===== config.mk =====
export PLATFORM = sky130hd
export DESIGN_NAME = axi4_burst_master_flat
export DESIGN_NICKNAME = d
export VERILOG_FILES = /design/src/rtl/axi4_burst_master_if.sv /design/src/rtl/axi4_burst_master.sv /design/src/flat_wrapper.sv
export SDC_FILE = /design/constraint.sdc
export NUM_CORES = 1
export LEC_CHECK = 0
export CAP_MARGIN = 20
export CORE_AREA = 2 2 177 179
export CTS_BUF_LIST = sky130_fd_sc_hd__clkbuf_2 sky130_fd_sc_hd__clkbuf_4 sky130_fd_sc_hd__clkbuf_8
export DETAILED_ROUTE_END_ITERATION = 10
export DIE_AREA = 0 0 179 181
export PLACE_DENSITY = 0.59
export SLEW_MARGIN = 10
export SYNTH_ARGS = -nofsm -noshare
export SYNTH_HDL_FRONTEND = slang
export SYNTH_SLANG_ARGS = --single-unit

===== constraint.sdc =====
create_clock -name M_AXI_ACLK -period 4.7 [get_ports M_AXI_ACLK]
set_input_delay 0.94 -clock M_AXI_ACLK [delete_from_list [all_inputs] [get_ports M_AXI_ACLK]]
set_output_delay 0.94 -clock M_AXI_ACLK [all_outputs]
set_load 0.02 [all_outputs]

===== src/rtl/axi4_burst_master_if.sv =====
// Bundle of the command/stream side and the full AXI4 master channel set used by axi4_burst_master.
// The master modport is the burst engine's view; the slave modport is the surrounding logic/memory view.
interface axi4_burst_master_if #(
  parameter int DATA = 64,
  parameter int ADDR = 32
);
  // Every stream and AXI channel transfers exactly on a cycle where valid and ready are both high at the clock edge.
  logic              cmd_valid;
  logic              cmd_ready;
  logic              cmd_we;
  logic [ADDR-1:0]   cmd_addr;
  logic [7:0]        cmd_len;

  logic              wr_valid;
  logic              wr_ready;
  logic [DATA-1:0]   wr_data;
  logic [DATA/8-1:0] wr_strb;

  logic              rd_valid;
  logic              rd_ready;
  logic [DATA-1:0]   rd_data;
  logic              rd_last;

  logic              done;
  logic [1:0]        done_resp;
  logic              busy;

  logic [ADDR-1:0]   M_AXI_AWADDR;
  logic [7:0]        M_AXI_AWLEN;
  logic [2:0]        M_AXI_AWSIZE;
  logic [1:0]        M_AXI_AWBURST;
  logic              M_AXI_AWLOCK;
  logic [3:0]        M_AXI_AWCACHE;
  logic [2:0]        M_AXI_AWPROT;
  logic [3:0]        M_AXI_AWQOS;
  logic              M_AXI_AWVALID;
  logic              M_AXI_AWREADY;

  logic [DATA-1:0]   M_AXI_WDATA;
  logic [DATA/8-1:0] M_AXI_WSTRB;
  logic              M_AXI_WLAST;
  logic              M_AXI_WVALID;
  logic              M_AXI_WREADY;

  logic [1:0]        M_AXI_BRESP;
  logic              M_AXI_BVALID;
  logic              M_AXI_BREADY;

  logic [ADDR-1:0]   M_AXI_ARADDR;
  logic [7:0]        M_AXI_ARLEN;
  logic [2:0]        M_AXI_ARSIZE;
  logic [1:0]        M_AXI_ARBURST;
  logic              M_AXI_ARLOCK;
  logic [3:0]        M_AXI_ARCACHE;
  logic [2:0]        M_AXI_ARPROT;
  logic [3:0]        M_AXI_ARQOS;
  logic              M_AXI_ARVALID;
  logic              M_AXI_ARREADY;

  logic [DATA-1:0]   M_AXI_RDATA;
  logic [1:0]        M_AXI_RRESP;
  logic              M_AXI_RLAST;
  logic              M_AXI_RVALID;
  logic              M_AXI_RREADY;

  modport master (
    input  cmd_valid, cmd_we, cmd_addr, cmd_len,
    output cmd_ready,
    input  wr_valid, wr_data, wr_strb,
    output wr_ready,
    input  rd_ready,
    output rd_valid, rd_data, rd_last,
    output done, done_resp, busy,
    output M_AXI_AWADDR, M_AXI_AWLEN, M_AXI_AWSIZE, M_AXI_AWBURST, M_AXI_AWLOCK,
           M_AXI_AWCACHE, M_AXI_AWPROT, M_AXI_AWQOS, M_AXI_AWVALID,
    input  M_AXI_AWREADY,
    output M_AXI_WDATA, M_AXI_WSTRB, M_AXI_WLAST, M_AXI_WVALID,
    input  M_AXI_WREADY,
    input  M_AXI_BRESP, M_AXI_BVALID,
    output M_AXI_BREADY,
    output M_AXI_ARADDR, M_AXI_ARLEN, M_AXI_ARSIZE, M_AXI_ARBURST, M_AXI_ARLOCK,
           M_AXI_ARCACHE, M_AXI_ARPROT, M_AXI_ARQOS, M_AXI_ARVALID,
    input  M_AXI_ARREADY,
    input  M_AXI_RDATA, M_AXI_RRESP, M_AXI_RLAST, M_AXI_RVALID,
    output M_AXI_RREADY
  );

  modport slave (
    output cmd_valid, cmd_we, cmd_addr, cmd_len,
    input  cmd_ready,
    output wr_valid, wr_data, wr_strb,
    input  wr_ready,
    output rd_ready,
    input  rd_valid, rd_data, rd_last,
    input  done, done_resp, busy,
    input  M_AXI_AWADDR, M_AXI_AWLEN, M_AXI_AWSIZE, M_AXI_AWBURST, M_AXI_AWLOCK,
           M_AXI_AWCACHE, M_AXI_AWPROT, M_AXI_AWQOS, M_AXI_AWVALID,
    output M_AXI_AWREADY,
    input  M_AXI_WDATA, M_AXI_WSTRB, M_AXI_WLAST, M_AXI_WVALID,
    output M_AXI_WREADY,
    output M_AXI_BRESP, M_AXI_BVALID,
    input  M_AXI_BREADY,
    input  M_AXI_ARADDR, M_AXI_ARLEN, M_AXI_ARSIZE, M_AXI_ARBURST, M_AXI_ARLOCK,
           M_AXI_ARCACHE, M_AXI_ARPROT, M_AXI_ARQOS, M_AXI_ARVALID,
    output M_AXI_ARREADY,
    output M_AXI_RDATA, M_AXI_RRESP, M_AXI_RLAST, M_AXI_RVALID,
    input  M_AXI_RREADY
  );
endinterface


===== src/rtl/axi4_burst_master.sv =====
// Single-command AXI4 INCR burst master: one read or write burst per command, data streamed
// straight through to/from the AXI W and R channels, completion reported with the worst response.
module axi4_burst_master #(
  parameter int C_M_AXI_DATA_WIDTH = 64,
  parameter int C_M_AXI_ADDR_WIDTH = 32,
  parameter int C_MAX_BURST        = 16
) (
  input  logic                 M_AXI_ACLK,
  input  logic                 M_AXI_ARESETN,
  axi4_burst_master_if.master  bus,
  output logic [2:0]           dbg_state
);
  localparam int DW = C_M_AXI_DATA_WIDTH;
  localparam int AW = C_M_AXI_ADDR_WIDTH;
  localparam int SZ = $clog2(DW / 8);

  typedef enum logic [2:0] {
    S_IDLE  = 3'd0,
    S_CHECK = 3'd1,
    S_WADDR = 3'd2,
    S_WDATA = 3'd3,
    S_WRESP = 3'd4,
    S_RADDR = 3'd5,
    S_RDATA = 3'd6,
    S_DONE  = 3'd7
  } state_t;

  state_t        state_q, state_d;
  logic          we_q, we_d;
  logic [AW-1:0] addr_q, addr_d;
  logic [7:0]    len_q, len_d;
  logic [7:0]    cnt_q, cnt_d;
  logic [1:0]    resp_q, resp_d;
  logic [1:0]    rmax_q, rmax_d;
  logic          rerr_q, rerr_d;

  logic          cmd_ready_c;
  logic          aw_valid_c;
  logic          ar_valid_c;
  logic          w_active;
  logic          r_active;
  logic          b_ready_c;
  logic          done_c;
  logic          last_beat;
  logic          too_long;
  logic          crosses_4k;
  logic [AW-1:0] burst_end;

  assign last_beat  = (cnt_q == len_q);
  assign too_long   = ({1'b0, len_q} > 9'(C_MAX_BURST - 1));
  assign burst_end  = addr_q + ((AW'({1'b0, len_q}) + AW'(1)) << SZ) - AW'(1);
  assign crosses_4k = (burst_end[AW-1:12] != addr_q[AW-1:12]);

  always_ff @(posedge M_AXI_ACLK or negedge M_AXI_ARESETN) begin
    if (!M_AXI_ARESETN) begin
      state_q <= S_IDLE;
      we_q    <= 1'b0;
      addr_q  <= '0;
      len_q   <= '0;
      cnt_q   <= '0;
      resp_q  <= 2'b00;
      rmax_q  <= 2'b00;
      rerr_q  <= 1'b0;
    end else begin
      state_q <= state_d;
      we_q    <= we_d;
      addr_q  <= addr_d;
      len_q   <= len_d;
      cnt_q   <= cnt_d;
      resp_q  <= resp_d;
      rmax_q  <= rmax_d;
      rerr_q  <= rerr_d;
    end
  end

  always_comb begin
    state_d     = state_q;
    we_d        = we_q;
    addr_d      = addr_q;
    len_d       = len_q;
    cnt_d       = cnt_q;
    resp_d      = resp_q;
    rmax_d      = rmax_q;
    rerr_d      = rerr_q;
    cmd_ready_c = 1'b0;
    aw_valid_c  = 1'b0;
    ar_valid_c  = 1'b0;
    w_active    = 1'b0;
    r_active    = 1'b0;
    b_ready_c   = 1'b0;
    done_c      = 1'b0;

    case (state_q)
      S_IDLE: begin
        cmd_ready_c = 1'b1;
        if (bus.cmd_valid) begin
          we_d    = bus.cmd_we;
          addr_d  = {bus.cmd_addr[AW-1:SZ], {SZ{1'b0}}};
          len_d   = bus.cmd_len;
          state_d = S_CHECK;
        end
      end

      // Illegal bursts complete with SLVERR without touching the bus.
      S_CHECK: begin
        cnt_d  = '0;
        rmax_d = 2'b00;
        rerr_d = 1'b0;
        if (too_long || crosses_4k) begin
          resp_d  = 2'b10;
          state_d = S_DONE;
        end else begin
          resp_d  = 2'b00;
          state_d = we_q ? S_WADDR : S_RADDR;
        end
      end

      S_WADDR: begin
        aw_valid_c = 1'b1;
        if (bus.M_AXI_AWREADY) state_d = S_WDATA;
      end

      S_WDATA: begin
        w_active = 1'b1;
        if (bus.wr_valid && bus.M_AXI_WREADY) begin
          if (last_beat) state_d = S_WRESP;
          else           cnt_d   = cnt_q + 8'd1;
        end
      end

      S_WRESP: begin
        b_ready_c = 1'b1;
        if (bus.M_AXI_BVALID) begin
          resp_d  = bus.M_AXI_BRESP;
          state_d = S_DONE;
        end
      end

      S_RADDR: begin
        ar_valid_c = 1'b1;
        if (bus.M_AXI_ARREADY) state_d = S_RDATA;
      end

      // The burst length is ours, not the slave's: a misplaced RLAST is flagged, never obeyed.
      S_RDATA: begin
        r_active = 1'b1;
        if (bus.M_AXI_RVALID && bus.rd_ready) begin
          rmax_d = (bus.M_AXI_RRESP > rmax_q) ? bus.M_AXI_RRESP : rmax_q;
          if (bus.M_AXI_RLAST != last_beat) rerr_d = 1'b1;
          if (last_beat) begin
            resp_d  = rerr_d ? 2'b10 : rmax_d;
            state_d = S_DONE;
          end else begin
            cnt_d = cnt_q + 8'd1;
          end
        end
      end

      S_DONE: begin
        done_c  = 1'b1;
        state_d = S_IDLE;
      end

      default: state_d = S_IDLE;
    endcase
  end

  assign bus.cmd_ready = cmd_ready_c & M_AXI_ARESETN;
  assign bus.busy      = (state_q != S_IDLE);
  assign bus.done      = done_c;
  assign bus.done_resp = resp_q;

  assign bus.M_AXI_AWADDR  = addr_q;
  assign bus.M_AXI_AWLEN   = len_q;
  assign bus.M_AXI_AWSIZE  = 3'(SZ);
  assign bus.M_AXI_AWBURST = 2'b01;
  assign bus.M_AXI_AWLOCK  = 1'b0;
  assign bus.M_AXI_AWCACHE = 4'b0011;
  assign bus.M_AXI_AWPROT  = 3'b000;
  assign bus.M_AXI_AWQOS   = 4'b0000;
  assign bus.M_AXI_AWVALID = aw_valid_c;

  assign bus.M_AXI_WDATA   = bus.wr_data;
  assign bus.M_AXI_WSTRB   = bus.wr_strb;
  assign bus.M_AXI_WLAST   = w_active & last_beat;
  assign bus.M_AXI_WVALID  = w_active & bus.wr_valid;
  assign bus.wr_ready      = w_active & bus.M_AXI_WREADY;

  assign bus.M_AXI_BREADY  = b_ready_c;

  assign bus.M_AXI_ARADDR  = addr_q;
  assign bus.M_AXI_ARLEN   = len_q;
  assign bus.M_AXI_ARSIZE  = 3'(SZ);
  assign bus.M_AXI_ARBURST = 2'b01;
  assign bus.M_AXI_ARLOCK  = 1'b0;
  assign bus.M_AXI_ARCACHE = 4'b0011;
  assign bus.M_AXI_ARPROT  = 3'b000;
  assign bus.M_AXI_ARQOS   = 4'b0000;
  assign bus.M_AXI_ARVALID = ar_valid_c;

  assign bus.rd_valid      = r_active & bus.M_AXI_RVALID;
  assign bus.M_AXI_RREADY  = r_active & bus.rd_ready;
  assign bus.rd_data       = bus.M_AXI_RDATA;
  assign bus.rd_last       = r_active & last_beat;

  assign dbg_state = state_q;
endmodule


===== src/flat_wrapper.sv =====
// flat-port wrapper written by rule: the top's interface ports become plain ports
module axi4_burst_master_flat 
#(
  parameter int C_M_AXI_DATA_WIDTH = 64,
  parameter int C_M_AXI_ADDR_WIDTH = 32,
  parameter int C_MAX_BURST        = 16
)
  (M_AXI_ACLK, M_AXI_ARESETN, dbg_state, bus_cmd_valid, bus_cmd_we, bus_cmd_addr, bus_cmd_len, bus_cmd_ready, bus_wr_valid, bus_wr_data, bus_wr_strb, bus_wr_ready, bus_rd_ready, bus_rd_valid, bus_rd_data, bus_rd_last, bus_done, bus_done_resp, bus_busy, bus_M_AXI_AWADDR, bus_M_AXI_AWLEN, bus_M_AXI_AWSIZE, bus_M_AXI_AWBURST, bus_M_AXI_AWLOCK, bus_M_AXI_AWCACHE, bus_M_AXI_AWPROT, bus_M_AXI_AWQOS, bus_M_AXI_AWVALID, bus_M_AXI_AWREADY, bus_M_AXI_WDATA, bus_M_AXI_WSTRB, bus_M_AXI_WLAST, bus_M_AXI_WVALID, bus_M_AXI_WREADY, bus_M_AXI_BRESP, bus_M_AXI_BVALID, bus_M_AXI_BREADY, bus_M_AXI_ARADDR, bus_M_AXI_ARLEN, bus_M_AXI_ARSIZE, bus_M_AXI_ARBURST, bus_M_AXI_ARLOCK, bus_M_AXI_ARCACHE, bus_M_AXI_ARPROT, bus_M_AXI_ARQOS, bus_M_AXI_ARVALID, bus_M_AXI_ARREADY, bus_M_AXI_RDATA, bus_M_AXI_RRESP, bus_M_AXI_RLAST, bus_M_AXI_RVALID, bus_M_AXI_RREADY);
  axi4_burst_master_if #(.DATA((64)), .ADDR((32))) bus_i ();
  input  logic M_AXI_ACLK;
  input  logic M_AXI_ARESETN;
  output logic [2:0] dbg_state;
  input wire logic [$bits(bus_i.cmd_valid)-1:0] bus_cmd_valid;
  input wire logic [$bits(bus_i.cmd_we)-1:0] bus_cmd_we;
  input wire logic [$bits(bus_i.cmd_addr)-1:0] bus_cmd_addr;
  input wire logic [$bits(bus_i.cmd_len)-1:0] bus_cmd_len;
  output wire logic [$bits(bus_i.cmd_ready)-1:0] bus_cmd_ready;
  input wire logic [$bits(bus_i.wr_valid)-1:0] bus_wr_valid;
  input wire logic [$bits(bus_i.wr_data)-1:0] bus_wr_data;
  input wire logic [$bits(bus_i.wr_strb)-1:0] bus_wr_strb;
  output wire logic [$bits(bus_i.wr_ready)-1:0] bus_wr_ready;
  input wire logic [$bits(bus_i.rd_ready)-1:0] bus_rd_ready;
  output wire logic [$bits(bus_i.rd_valid)-1:0] bus_rd_valid;
  output wire logic [$bits(bus_i.rd_data)-1:0] bus_rd_data;
  output wire logic [$bits(bus_i.rd_last)-1:0] bus_rd_last;
  output wire logic [$bits(bus_i.done)-1:0] bus_done;
  output wire logic [$bits(bus_i.done_resp)-1:0] bus_done_resp;
  output wire logic [$bits(bus_i.busy)-1:0] bus_busy;
  output wire logic [$bits(bus_i.M_AXI_AWADDR)-1:0] bus_M_AXI_AWADDR;
  output wire logic [$bits(bus_i.M_AXI_AWLEN)-1:0] bus_M_AXI_AWLEN;
  output wire logic [$bits(bus_i.M_AXI_AWSIZE)-1:0] bus_M_AXI_AWSIZE;
  output wire logic [$bits(bus_i.M_AXI_AWBURST)-1:0] bus_M_AXI_AWBURST;
  output wire logic [$bits(bus_i.M_AXI_AWLOCK)-1:0] bus_M_AXI_AWLOCK;
  output wire logic [$bits(bus_i.M_AXI_AWCACHE)-1:0] bus_M_AXI_AWCACHE;
  output wire logic [$bits(bus_i.M_AXI_AWPROT)-1:0] bus_M_AXI_AWPROT;
  output wire logic [$bits(bus_i.M_AXI_AWQOS)-1:0] bus_M_AXI_AWQOS;
  output wire logic [$bits(bus_i.M_AXI_AWVALID)-1:0] bus_M_AXI_AWVALID;
  input wire logic [$bits(bus_i.M_AXI_AWREADY)-1:0] bus_M_AXI_AWREADY;
  output wire logic [$bits(bus_i.M_AXI_WDATA)-1:0] bus_M_AXI_WDATA;
  output wire logic [$bits(bus_i.M_AXI_WSTRB)-1:0] bus_M_AXI_WSTRB;
  output wire logic [$bits(bus_i.M_AXI_WLAST)-1:0] bus_M_AXI_WLAST;
  output wire logic [$bits(bus_i.M_AXI_WVALID)-1:0] bus_M_AXI_WVALID;
  input wire logic [$bits(bus_i.M_AXI_WREADY)-1:0] bus_M_AXI_WREADY;
  input wire logic [$bits(bus_i.M_AXI_BRESP)-1:0] bus_M_AXI_BRESP;
  input wire logic [$bits(bus_i.M_AXI_BVALID)-1:0] bus_M_AXI_BVALID;
  output wire logic [$bits(bus_i.M_AXI_BREADY)-1:0] bus_M_AXI_BREADY;
  output wire logic [$bits(bus_i.M_AXI_ARADDR)-1:0] bus_M_AXI_ARADDR;
  output wire logic [$bits(bus_i.M_AXI_ARLEN)-1:0] bus_M_AXI_ARLEN;
  output wire logic [$bits(bus_i.M_AXI_ARSIZE)-1:0] bus_M_AXI_ARSIZE;
  output wire logic [$bits(bus_i.M_AXI_ARBURST)-1:0] bus_M_AXI_ARBURST;
  output wire logic [$bits(bus_i.M_AXI_ARLOCK)-1:0] bus_M_AXI_ARLOCK;
  output wire logic [$bits(bus_i.M_AXI_ARCACHE)-1:0] bus_M_AXI_ARCACHE;
  output wire logic [$bits(bus_i.M_AXI_ARPROT)-1:0] bus_M_AXI_ARPROT;
  output wire logic [$bits(bus_i.M_AXI_ARQOS)-1:0] bus_M_AXI_ARQOS;
  output wire logic [$bits(bus_i.M_AXI_ARVALID)-1:0] bus_M_AXI_ARVALID;
  input wire logic [$bits(bus_i.M_AXI_ARREADY)-1:0] bus_M_AXI_ARREADY;
  input wire logic [$bits(bus_i.M_AXI_RDATA)-1:0] bus_M_AXI_RDATA;
  input wire logic [$bits(bus_i.M_AXI_RRESP)-1:0] bus_M_AXI_RRESP;
  input wire logic [$bits(bus_i.M_AXI_RLAST)-1:0] bus_M_AXI_RLAST;
  input wire logic [$bits(bus_i.M_AXI_RVALID)-1:0] bus_M_AXI_RVALID;
  output wire logic [$bits(bus_i.M_AXI_RREADY)-1:0] bus_M_AXI_RREADY;
  assign bus_i.cmd_valid = bus_cmd_valid;
  assign bus_i.cmd_we = bus_cmd_we;
  assign bus_i.cmd_addr = bus_cmd_addr;
  assign bus_i.cmd_len = bus_cmd_len;
  assign bus_cmd_ready = bus_i.cmd_ready;
  assign bus_i.wr_valid = bus_wr_valid;
  assign bus_i.wr_data = bus_wr_data;
  assign bus_i.wr_strb = bus_wr_strb;
  assign bus_wr_ready = bus_i.wr_ready;
  assign bus_i.rd_ready = bus_rd_ready;
  assign bus_rd_valid = bus_i.rd_valid;
  assign bus_rd_data = bus_i.rd_data;
  assign bus_rd_last = bus_i.rd_last;
  assign bus_done = bus_i.done;
  assign bus_done_resp = bus_i.done_resp;
  assign bus_busy = bus_i.busy;
  assign bus_M_AXI_AWADDR = bus_i.M_AXI_AWADDR;
  assign bus_M_AXI_AWLEN = bus_i.M_AXI_AWLEN;
  assign bus_M_AXI_AWSIZE = bus_i.M_AXI_AWSIZE;
  assign bus_M_AXI_AWBURST = bus_i.M_AXI_AWBURST;
  assign bus_M_AXI_AWLOCK = bus_i.M_AXI_AWLOCK;
  assign bus_M_AXI_AWCACHE = bus_i.M_AXI_AWCACHE;
  assign bus_M_AXI_AWPROT = bus_i.M_AXI_AWPROT;
  assign bus_M_AXI_AWQOS = bus_i.M_AXI_AWQOS;
  assign bus_M_AXI_AWVALID = bus_i.M_AXI_AWVALID;
  assign bus_i.M_AXI_AWREADY = bus_M_AXI_AWREADY;
  assign bus_M_AXI_WDATA = bus_i.M_AXI_WDATA;
  assign bus_M_AXI_WSTRB = bus_i.M_AXI_WSTRB;
  assign bus_M_AXI_WLAST = bus_i.M_AXI_WLAST;
  assign bus_M_AXI_WVALID = bus_i.M_AXI_WVALID;
  assign bus_i.M_AXI_WREADY = bus_M_AXI_WREADY;
  assign bus_i.M_AXI_BRESP = bus_M_AXI_BRESP;
  assign bus_i.M_AXI_BVALID = bus_M_AXI_BVALID;
  assign bus_M_AXI_BREADY = bus_i.M_AXI_BREADY;
  assign bus_M_AXI_ARADDR = bus_i.M_AXI_ARADDR;
  assign bus_M_AXI_ARLEN = bus_i.M_AXI_ARLEN;
  assign bus_M_AXI_ARSIZE = bus_i.M_AXI_ARSIZE;
  assign bus_M_AXI_ARBURST = bus_i.M_AXI_ARBURST;
  assign bus_M_AXI_ARLOCK = bus_i.M_AXI_ARLOCK;
  assign bus_M_AXI_ARCACHE = bus_i.M_AXI_ARCACHE;
  assign bus_M_AXI_ARPROT = bus_i.M_AXI_ARPROT;
  assign bus_M_AXI_ARQOS = bus_i.M_AXI_ARQOS;
  assign bus_M_AXI_ARVALID = bus_i.M_AXI_ARVALID;
  assign bus_i.M_AXI_ARREADY = bus_M_AXI_ARREADY;
  assign bus_i.M_AXI_RDATA = bus_M_AXI_RDATA;
  assign bus_i.M_AXI_RRESP = bus_M_AXI_RRESP;
  assign bus_i.M_AXI_RLAST = bus_M_AXI_RLAST;
  assign bus_i.M_AXI_RVALID = bus_M_AXI_RVALID;
  assign bus_M_AXI_RREADY = bus_i.M_AXI_RREADY;
  axi4_burst_master #(.C_M_AXI_DATA_WIDTH(C_M_AXI_DATA_WIDTH), .C_M_AXI_ADDR_WIDTH(C_M_AXI_ADDR_WIDTH), .C_MAX_BURST(C_MAX_BURST)) u_core (.M_AXI_ACLK(M_AXI_ACLK), .M_AXI_ARESETN(M_AXI_ARESETN), .bus(bus_i), .dbg_state(dbg_state));
endmodule

==> results.sh <==
export IMPL_synth_seq_cells=54
export IMPL_synth_largest_area_cell="buf_4"
export IMPL_grt_max_degree=55
export IMPL_drt_iter0_markers=220
export IMPL_core_um2=30300
export IMPL_syn_inst=850
export IMPL_cts_buffers=5
export IMPL_power_switching_mw=3.93
export IMPL_layout_drive_gt1_share_pct=4.92
export IMPL_diodes=0
export IMPL_cts_max_level=2
export IMPL_synthDominantCellAreaShare_pct=24.5
export IMPL_synth_area_top_cells="buf_4 (24%), dfrtp_1 (21%), ha_1 (7.5%), o21ai_0 (4.8%), nand2_1 (4.4%)"
export IMPL_hold_violations=0
export IMPL_p_comb_share_pct=80.7
export IMPL_power_density_nw_per_um2=991
export IMPL_ys_seq_area_share_pct=20.7
export IMPL_gp_routability_congestion=0.882
export IMPL_totalWireLength_um=19900
export IMPL_fin_area_um2=7120
export IMPL_dr_pass1_iters=4
export IMPL_vias=5427
export IMPL_fin_crit_sh_pct=93.0
export IMPL_fillers=3381
export IMPL_layout_nets=1043
export IMPL_worstPathRequired_ns=4.93
export IMPL_ys_warn_count=0
export IMPL_yosysMostFrequentCell="buf_4"
export IMPL_peakVddDrop_uv=333
export IMPL_cts_tree="built"
export IMPL_ant_nets=0
export IMPL_syn_area_um2=6530
export IMPL_postCtsSetupBuffers=0
export IMPL_dp_cells=1201
export IMPL_worstSetupEndpointType="register"
export IMPL_clk_insertion_delay_late_ns=0.33
export IMPL_clock_sinks=54
export IMPL_async_reset_ff_share_pct=100
export IMPL_internal_power_mw=3.12
export IMPL_post_drt_wl_per_cell_um=16.5
export IMPL_setup_ws_ns=0.331
export IMPL_place_area_um2=6990
export IMPL_grt_pass1_vias=5383
export IMPL_clk_path_buf_depth=2
export IMPL_outcome="finished, final reports clean"
export IMPL_hold_slack_ns=0.529
export IMPL_clk_pin_slew_ns=0.11
export IMPL_synth_ff_type="dfrtp_1"
export IMPL_p_leak_nw=2.93
export IMPL_cts_hold_buf=0
export IMPL_synth_area_per_cell_um2=7.68
export IMPL_layout_cells_non_filler=1209
export IMPL_synth_edf_count=0
export IMPL_grt_pass1_wl_um=30400
export IMPL_arrival_ns=4.60
export IMPL_die_h_um=181
export IMPL_post_place_ws_ns=-0.0303
export IMPL_initial_utilization_pct=21.5
export IMPL_p_total_mw=7.05
export IMPL_worstPathMaxFanout=7
export IMPL_drv_slew=0
export IMPL_clockPowerShare_pct=4.9
export IMPL_grt_overflow=0
export IMPL_worstMarginPinSlew_ns=0.909
export IMPL_dp_hpwl_um=16300
export IMPL_yosys_top_cells_count="buf_4 (213), nand2_1 (76), o21ai_0 (63), inv_1 (58), dfrtp_1 (54)"
export IMPL_tns_ns=0
export IMPL_fmax_ghz=0.229
export IMPL_antenna_found_initial=0
export IMPL_critPathLaunchType="register"
export IMPL_fin_skew_ns=0.00992
export IMPL_setup_viol=0
export IMPL_period_needed_ns=4.37
export IMPL_critical_path_class="reg2reg"
export IMPL_die_area_um2=32400
export IMPL_die_w_um=179
export IMPL_area_delta_synth_final_pct=9.08
export IMPL_drv_cap=0
export IMPL_slew_headroom_pct=39.2
export IMPL_drc_errors=0
export IMPL_vias_per_cell=4.49
export IMPL_min_path_type="reg2reg"
export IMPL_track_usage_pct=12.2
export IMPL_place_port_buffers=143
export IMPL_synthDistinctLibCells=69
export IMPL_rows=64
export IMPL_boundaryPins=459
export IMPL_cts_root_buf="clkbuf_8"
export IMPL_rsz0062_at_grt="false"
export IMPL_final_util_pct=23.5
export IMPL_seqPwrFrac_pct=14.4
export IMPL_switching_share_pct=55.8
==> routing by layer <==
metal	GRT usage, %	share of wire (%)	vias up
li1	-	-	2584
met1	14.4	41	2548
met2	20.3	47	229
met3	3.28	7.1	64
met4	5.56	4.1	2
met5	1.23	0.26	-
==> power groups by stage <==
| stage | Sequential (mW) | Clock, mW | Combinational (mW) |
|---|---|---|---|
| 3_3_place_gp | 1.03 | 0 | 5.64 |
| 5_1_grt | 1.08 | 0.384 | 6.27 |
| 6_report | 1.02 | 0.344 | 5.69 |
| 2_1_floorplan | 1.14 | 0 | 3.97 |
| 4_1_cts | 1.03 | 0.370 | 5.66 |
| 3_5_place_dp | 1.04 | 0 | 5.62 |
==> final timing paths <==
path	from	to	slack, ns	cells after the start
worst max-delay path	u_core.bus.M_AXI_ARLEN[3]	u_core.dbg_state[1]	0.33	15
worst min register to register	u_core.rerr_q	u_core.rerr_q	0.53	2
max in group asynchronous	M_AXI_ARESETN	u_core.bus.M_AXI_ARADDR[19]	3.39	2
min in group asynchronous	M_AXI_ARESETN	u_core.bus.M_AXI_ARLEN[3]	0.80	2
worst max register to register	u_core.bus.M_AXI_ARLEN[3]	u_core.dbg_state[1]	0.33	15
worst min-delay path	u_core.rerr_q	u_core.rerr_q	0.53	2
==> worst max-delay path: stages (launching register included) <==
cell and delay [ns]:
dfrtp_1 0.51, nand3_1 0.18, nor2_1 0.20, nand3_1 0.14, ha_1 0.31, inv_1 0.04
ha_1 0.34, a21oi_1 0.25, o21ai_0 0.19, a311o_1 0.42, a31o_1 0.28, o41a_1 0.39
a211o_1 0.39, a2111oi_4 0.41, buf_4 0.16, a21oi_1 0.05
==> kinds of logic after synthesis <==
logic type,after synthesis,synth area share (%)
AO/OA/AOI/OAI,184,17.8
XOR/XNOR,40,5.37
adder cells (fa/ha/maj),39,7.47
buffers and inverters,294,29.2
flip-flops,54,20.7
multiplexers,20,3.28
other,2,0.115
AND/OR/NAND/NOR,217,16.1
==> final cells by class <==
cell class	instances	area, um^2	area share, %
flip-flops and latches	54	1350	19.0
clock inverters	2	37.5	0.527
inverters	58	218	3.06
multi-input cells	540	3440	48.3
well taps	396	495	6.96
repair buffers	153	1500	21.1
clock buffers	6	76.3	1.07
==> cell usage in the layout, fill, tap and decap left out, types with 3 or more instances in the layout <==
cell type and instances:
nand2b_1 6, and2_1 10, a21o_1 7, nor4_1 8, clkbuf_8 5, nor3_1 10, buf_4 10, ha_1 39
o211ai_1 8, o21bai_1 3, o2111ai_1 3, o21ai_1 5, nand4_1 14, and3_1 6, dfrtp_1 54, nor2_1 46
or3_1 4, nand3_1 15, a31oi_1 7, clkdlybuf4s50_1 142, a22oi_1 3, o21ai_0 62, o31ai_1 3, a211oi_1 7
nand2_1 76, mux2_2 11, xnor2_1 18, nor2b_1 4, nor3b_1 3, a21oi_1 45, mux2i_1 9, xor2_1 22
conb_1 40, a211o_1 3, inv_1 58, or2_2 3
==> repair_timing <==
action / in CTS / in global routing
setup endpoints to repair: 1 / 4
pin swaps: 0 / 0
resized for setup: 1 / 3
==> state kept, by name, indices dropped and copies added, names as in the netlist <==
signal and cells:
u_core.we_q 1, u_core.rerr_q 1, u_core.bus.M_AXI_ARLEN 8, u_core.bus.done_resp 2
u_core.rmax_q 2, u_core.bus.M_AXI_ARADDR 29, u_core.cnt_q 8, u_core.dbg_state 3
Power figures use the tool's default switching activity.
